## config.mk

```make
export PLATFORM = sky130hd
export DESIGN_NAME = pkt_gen_tx_scheduler
export DESIGN_NICKNAME = d
export VERILOG_FILES = /design/src/rtl/pkt_gen_tx_scheduler.sv
export SDC_FILE = /design/constraint.sdc
export NUM_CORES = 1
export LEC_CHECK = 0
export CAP_MARGIN = 20
export CORE_AREA = 2 2 324 326
export CTS_CLUSTER_DIAMETER = 60
export DETAILED_ROUTE_END_ITERATION = 6
export DIE_AREA = 0 0 326 328
export PLACE_DENSITY = 0.45
export SLEW_MARGIN = 25
export SYNTH_ARGS = -nofsm -noshare
export SYNTH_HDL_FRONTEND = slang
export SYNTH_SLANG_ARGS = --single-unit
```

## constraint.sdc

```tcl
create_clock -name clk -period 10.69 [get_ports clk]
set_clock_uncertainty 0.15 [all_clocks]
set_input_delay 1.6035 -clock clk [delete_from_list [all_inputs] [get_ports clk]]
set_output_delay 1.6035 -clock clk [all_outputs]
set_load 0.05 [all_outputs]
```

## src/rtl/pkt_gen_tx_scheduler.sv

```systemverilog
// Packet-boundary replay gate between the SRAM-FIFO stream and the egress MAC, with transmit statistics.
// Optional byte counter enabled by defining PKT_GEN_SCHED_BYTE_CNT_EN.
module pkt_gen_tx_scheduler #(
  parameter int TDATA_WIDTH = 32,
  parameter int TUSER_WIDTH = 64,
  parameter int TDEST_WIDTH = 4,
  parameter int CNT_WIDTH   = 32,
  parameter int IPG_WIDTH   = 16
) (
  input  logic                     clk,
  input  logic                     reset,
  input  logic                     s_tvalid,
  output logic                     s_tready,
  input  logic                     s_tlast,
  input  logic [8*TDATA_WIDTH-1:0] s_tdata,
  input  logic [TDATA_WIDTH-1:0]   s_tkeep,
  input  logic [TUSER_WIDTH-1:0]   s_tuser,
  input  logic [TDEST_WIDTH-1:0]   s_tdest,
  output logic                     m_tvalid,
  input  logic                     m_tready,
  output logic                     m_tlast,
  output logic [8*TDATA_WIDTH-1:0] m_tdata,
  output logic [TDATA_WIDTH-1:0]   m_tkeep,
  output logic [TUSER_WIDTH-1:0]   m_tuser,
  output logic [TDEST_WIDTH-1:0]   m_tdest,
  input  logic                     start,
  input  logic                     stop,
  input  logic [CNT_WIDTH-1:0]     pkt_limit,
  input  logic [IPG_WIDTH-1:0]     ipg_cycles,
`ifdef PKT_GEN_SCHED_BYTE_CNT_EN
  output logic [CNT_WIDTH-1:0]     byte_cnt,
`endif
  output logic                     busy,
  output logic                     done,
  output logic [CNT_WIDTH-1:0]     pkt_cnt,
  output logic [CNT_WIDTH-1:0]     word_cnt
);

  typedef enum logic [1:0] {IDLE, SEND, GAP, DONE} state_t;

  state_t               state;
  logic [CNT_WIDTH-1:0] limit_q;
  logic [IPG_WIDTH-1:0] ipg_q;
  logic [IPG_WIDTH-1:0] gap_cnt;
  logic                 stop_pending;
  logic                 in_pkt;
  logic                 sending;
  logic                 beat;
  logic                 eop;
  logic [CNT_WIDTH:0]   pkt_cnt_p1;
  logic                 limit_hit;

  assign m_tdata  = s_tdata;
  assign m_tkeep  = s_tkeep;
  assign m_tuser  = s_tuser;
  assign m_tdest  = s_tdest;
  assign m_tlast  = s_tlast;

  // Gating also on reset keeps the handshake closed while the state register is being reset.
  assign sending  = (state == SEND) & ~reset;
  assign m_tvalid = s_tvalid & sending;
  assign s_tready = m_tready & sending;

  assign beat       = m_tvalid & m_tready;
  assign eop        = beat & s_tlast;
  assign pkt_cnt_p1 = {1'b0, pkt_cnt} + (CNT_WIDTH+1)'(1);
  assign limit_hit  = (limit_q != '0) && (pkt_cnt_p1 == {1'b0, limit_q});

  assign busy = (state == SEND) || (state == GAP);
  assign done = (state == DONE);

`ifdef PKT_GEN_SCHED_BYTE_CNT_EN
  logic [CNT_WIDTH-1:0] keep_pop;
  logic [CNT_WIDTH:0]   byte_sum;

  always_comb begin
    keep_pop = '0;
    for (int unsigned i = 0; i < TDATA_WIDTH; i++)
      keep_pop = keep_pop + CNT_WIDTH'(s_tkeep[i]);
  end

  assign byte_sum = {1'b0, byte_cnt} + {1'b0, keep_pop};

  always_ff @(posedge clk) begin
    if (reset)
      byte_cnt <= '0;
    else if (state == IDLE && start && !stop)
      byte_cnt <= '0;
    else if (beat)
      byte_cnt <= byte_sum[CNT_WIDTH] ? '1 : byte_sum[CNT_WIDTH-1:0];
  end
`endif

  always_ff @(posedge clk) begin
    if (reset) begin
      state        <= IDLE;
      limit_q      <= '0;
      ipg_q        <= '0;
      gap_cnt      <= '0;
      stop_pending <= 1'b0;
      in_pkt       <= 1'b0;
      pkt_cnt      <= '0;
      word_cnt     <= '0;
    end else begin
      case (state)
        IDLE: begin
          if (start && !stop) begin
            limit_q      <= pkt_limit;
            ipg_q        <= ipg_cycles;
            pkt_cnt      <= '0;
            word_cnt     <= '0;
            stop_pending <= 1'b0;
            in_pkt       <= 1'b0;
            state        <= SEND;
          end
        end
        SEND: begin
          if (beat) begin
            word_cnt <= (&word_cnt) ? word_cnt : word_cnt + CNT_WIDTH'(1);
            in_pkt   <= ~s_tlast;
          end
          if (eop) begin
            pkt_cnt <= pkt_cnt_p1[CNT_WIDTH] ? pkt_cnt : pkt_cnt_p1[CNT_WIDTH-1:0];
            if (limit_hit || stop_pending || stop) begin
              state <= DONE;
            end else if (ipg_q != '0) begin
              gap_cnt <= ipg_q;
              state   <= GAP;
            end
          end else if (stop) begin
            // Only a stop between packets ends the run now; otherwise the packet is finished first.
            if (!in_pkt && !beat)
              state <= DONE;
            else
              stop_pending <= 1'b1;
          end
        end
        GAP: begin
          if (stop) begin
            gap_cnt <= '0;
            state   <= DONE;
          end else if (gap_cnt <= IPG_WIDTH'(1)) begin
            gap_cnt <= '0;
            state   <= SEND;
          end else begin
            gap_cnt <= gap_cnt - IPG_WIDTH'(1);
          end
        end
        DONE: state <= IDLE;
        default: state <= IDLE;
      endcase
    end
  end

endmodule
```

==> out/summary.log <==
INFO  timing         period_utilisation_layout=45.5%
INFO  global_routing grt_pass1_vias=8171
INFO  timing         rsz0062_at_grt=no
INFO  finish         syn2layout_area_growth=5.92%
INFO  placement      dpl_cell_area=10400µm²
INFO  global_routing globalRouteOverflowTotal=0
INFO  clock_network  clock_tree_from_tritoncts=yes
INFO  global_routing grt.total_usage=8.59%
INFO  global_routing antenna_found_initial=3
INFO  drt            detail_route.vias_per_cell=3.36
INFO  synth          yosysMostFrequentCell=sky130_fd_sc_hd__buf_4
INFO  critical_path  timing.critical_path.required=8.94ns
INFO  synth          ys_ff_latch=132
INFO  timing         max_slew.worst_pin.slew=0.951ns
INFO  synth          top_reg_cell_synth=sky130_fd_sc_hd__dfxtp_1
INFO  die            dieArea=107000µm²
INFO  clock_network  post_cts_buffers=0
INFO  placement      dp_cells=2461
INFO  clock_network  cts.clk_slew.worst_paths=0.07ns
INFO  timing         period_needed=4.87ns
INFO  synth          post_synth_top_area_cell=sky130_fd_sc_hd__buf_4
INFO  synth          synth_enable_flop_cells=0
INFO  timing         setup_violations=0
INFO  drt            wl_per_cell=19.0µm
INFO  timing         timing.final.max_slew_violations=0
INFO  drt            drt_pass1_iterations=5
INFO  critical_path  worst-path-max-fanout=2
INFO  die            core-area=103000µm²
INFO  clock_network  cts-hold-fix-buffers=0
INFO  timing         timing.setup.tns=0ns
INFO  finish         finalCoreUtilization=10.7%
INFO  pwr            cellPowerDensity=151nW/µm²
INFO  global_routing fraction_of_met2_tracks_used_by_global_routing=11.9%
INFO  synth          synth.top_cells.by_count=359 x sky130_fd_sc_hd__buf_4, 154 x sky130_fd_sc_hd__nand2_1, 132 x sky130_fd_sc_hd__dfxtp_1
INFO  pwr            p_leak=0.00321µW
INFO  pwr            max-vdd-ir-drop=91.4µV
INFO  drt            drt_wl_total=47500µm
INFO  synth          synth.yosys.seq_area_share=25.5%
INFO  critical_path  critical_path.startpoint_type=input port
INFO  die            initial_utilization=10.1%
INFO  die            die_span_in_x=326µm
INFO  synth          synthDistinctLibCells=73
INFO  drt            drt_first_iter_violations=452
INFO  drt            antenna_violating_nets_post_route=0
INFO  synth          netlist_area=10400µm²
INFO  critical_path  cp-startpoint=m_tready
INFO  hold_path      start_point_of_the_worst_min_delay_path=ipg_q[1]$_SDFFE_PP0P_
INFO  clock_network  clock_path_buffers=2
INFO  drt            route.vias.total=8377
INFO  clock_network  clock_tree.root_cell=sky130_fd_sc_hd__clkbuf_16
INFO  placement      io_buffer_count=123
INFO  finish         nNetsFinal=1519
INFO  critical_path  r2r_start=pkt_cnt[0]$_SDFFE_PP0P_
INFO  die            die_h=328µm
INFO  global_routing grt_start_max_net_pins=82
INFO  timing         fmax=0.206GHz
INFO  critical_path  path_class=input port to output pin
INFO  global_routing busiest_layer=met2
INFO  drt            dr_drc_count=0
INFO  clock_network  clock_sink_count=132
INFO  synth          post_synth.cell_area_avg=7.54µm²
INFO  synth          post_synth_main_area_contributors=sky130_fd_sc_hd__buf_4 26%, sky130_fd_sc_hd__dfxtp_1 25%, sky130_fd_sc_hd__nand2_1 5.6%, sky130_fd_sc_hd__a21oi_1 4.6%, sky130_fd_sc_hd__xnor2_1 3.9%
INFO  outcome        run_status=finished, final reports clean
INFO  global_routing grtUsageMet1=9.96%
INFO  global_routing global_routing_met3_resource_utilization=5.91%
INFO  synth          cells_after_synth=1377
INFO  synth          share_of_synthesized_registers_carrying_an_async_set_or_reset=0%
INFO  die            io_pins=836
INFO  placement      hpwl=38200µm
INFO  clock_network  cts_htree_levels=4
INFO  timing         max_slew_margin=36.5%
INFO  hold_path      hold_class=flop to flop
INFO  finish         drive_above_1_share=5.84%
INFO  finish         n_antenna_cell=0
INFO  run            max_capacitance_violation_count=0
INFO  finish         finalNonFillerCells=2493
INFO  finish         nFillCells=12000
INFO  clock_network  cts-buffers-inserted=17
INFO  critical_path  setup_crit_end_kind=output pin
INFO  critical_path  cp.arrival=3.11ns
INFO  clock_network  clock_insertion_delay_worst_skew=0.45ns
INFO  synth          postSynthNetCount=1796
INFO  synth          synth_top_cell_area_share=26.0%
INFO  die            rows=118
INFO  global_routing wire_length_of_the_first_global_routing_pass=65200µm
INFO  timing         finalHoldViolCount=0
INFO  clock_network  cts_resized=0
INFO  finish         layout.cell_area.non_filler=11000µm²
INFO  placement      routabilityCongestion=0.769
INFO  synth          yosysWarnings=0
## final timing paths
kind	to	slack [ns]	depth (start not counted)
max	s_tready	5.82	3
min	ipg_q[1]$_SDFFE_PP0P_	0.33	2
max reg2reg	gap_cnt[12]$_SDFFE_PP0P_	6.08	10
min reg2reg	ipg_q[1]$_SDFFE_PP0P_	0.33	2
## power breakdown
group	leakage (µW)	internal (µW)	switching, µW
logic	0.00187	189	339
registers	0.00107	524	38.0
clock network	0.000266	306	269
total	0.00321	1020	646
## cells by family (layout without fill, tap and decap cells)
family | after synthesis | count (layout) | share of synthesized area (%)
simple gates | 485 | 485 | 22.9
buf+inv | 450 | 186 | 29.6
compound gates | 214 | 214 | 13.4
flops | 132 | 132 | 25.5
xor+xnor | 72 | 72 | 6.07
mux | 16 | 16 | 1.58
fa+ha+maj | 8 | 8 | 0.964
## stage by stage
stage / hold WS (ns) / total power [µW] / setup slack (ns)
after floorplan: 0.292 / 1300 / 5.78
after global placement: 0.319 / 1110 / 5.80
after detailed placement: 0.319 / 1110 / 5.81
after CTS: 0.331 / 1700 / 5.79
after global routing: 0.353 / 1770 / 5.75
final: 0.329 / 1670 / 5.82
## sequential cells by signal (all words and copies together), names as in the netlist
| name | count |
|---|---|
| limit_q | 32 |
| stop_pending | 1 |
| gap_cnt | 16 |
| ipg_q | 16 |
| state | 2 |
| pkt_cnt | 32 |
| word_cnt | 32 |
| in_pkt | 1 |
## metal layers
metal	vias up	wire length [µm]	share of wire, %
met5	-	40	0.084
met4	6	1960	4.1
li1	3823	-	-
met3	161	7080	15
met2	528	19200	40
met1	3859	19200	40
## worst max-delay path: stages
cell and delay, ns:
sky130_fd_sc_hd__clkdlybuf4s50_1 0.49, sky130_fd_sc_hd__nor3b_1 0.18, sky130_fd_sc_hd__clkdlybuf4s50_1 0.83
## cells in the final DEF (no fill, tap or decap), drive strengths merged, types with 9 or more instances in the layout
cell           netlist  routed
clkbuf              50      17
xnor2               46      46
xor2                26      26
nand2              154     154
or4                 15      15
clkdlybuf4s50        0     122
a2bb2oi             15      15
o21ai               28      28
nor4                37      37
nor2               105     105
inv                 21      30
a21oi               96      96
nand3               34      34
buf                378      10
nor3                36      36
a22oi                9       9
mux2i               13      13
dfxtp              132     132
nand4               39      39
## layout make-up
type / count / area [µm²] / area share (%)
multi-input combinational: 795 / 4690 / 42.6
sequential: 132 / 2640 / 24.0
tap: 1380 / 1730 / 15.7
timing repair buffer: 132 / 1300 / 11.8
clock buffer: 17 / 425 / 3.87
clock inverter: 15 / 138 / 1.25
inverter: 22 / 82.6 / 0.751
Power figures use the tool's default switching activity.
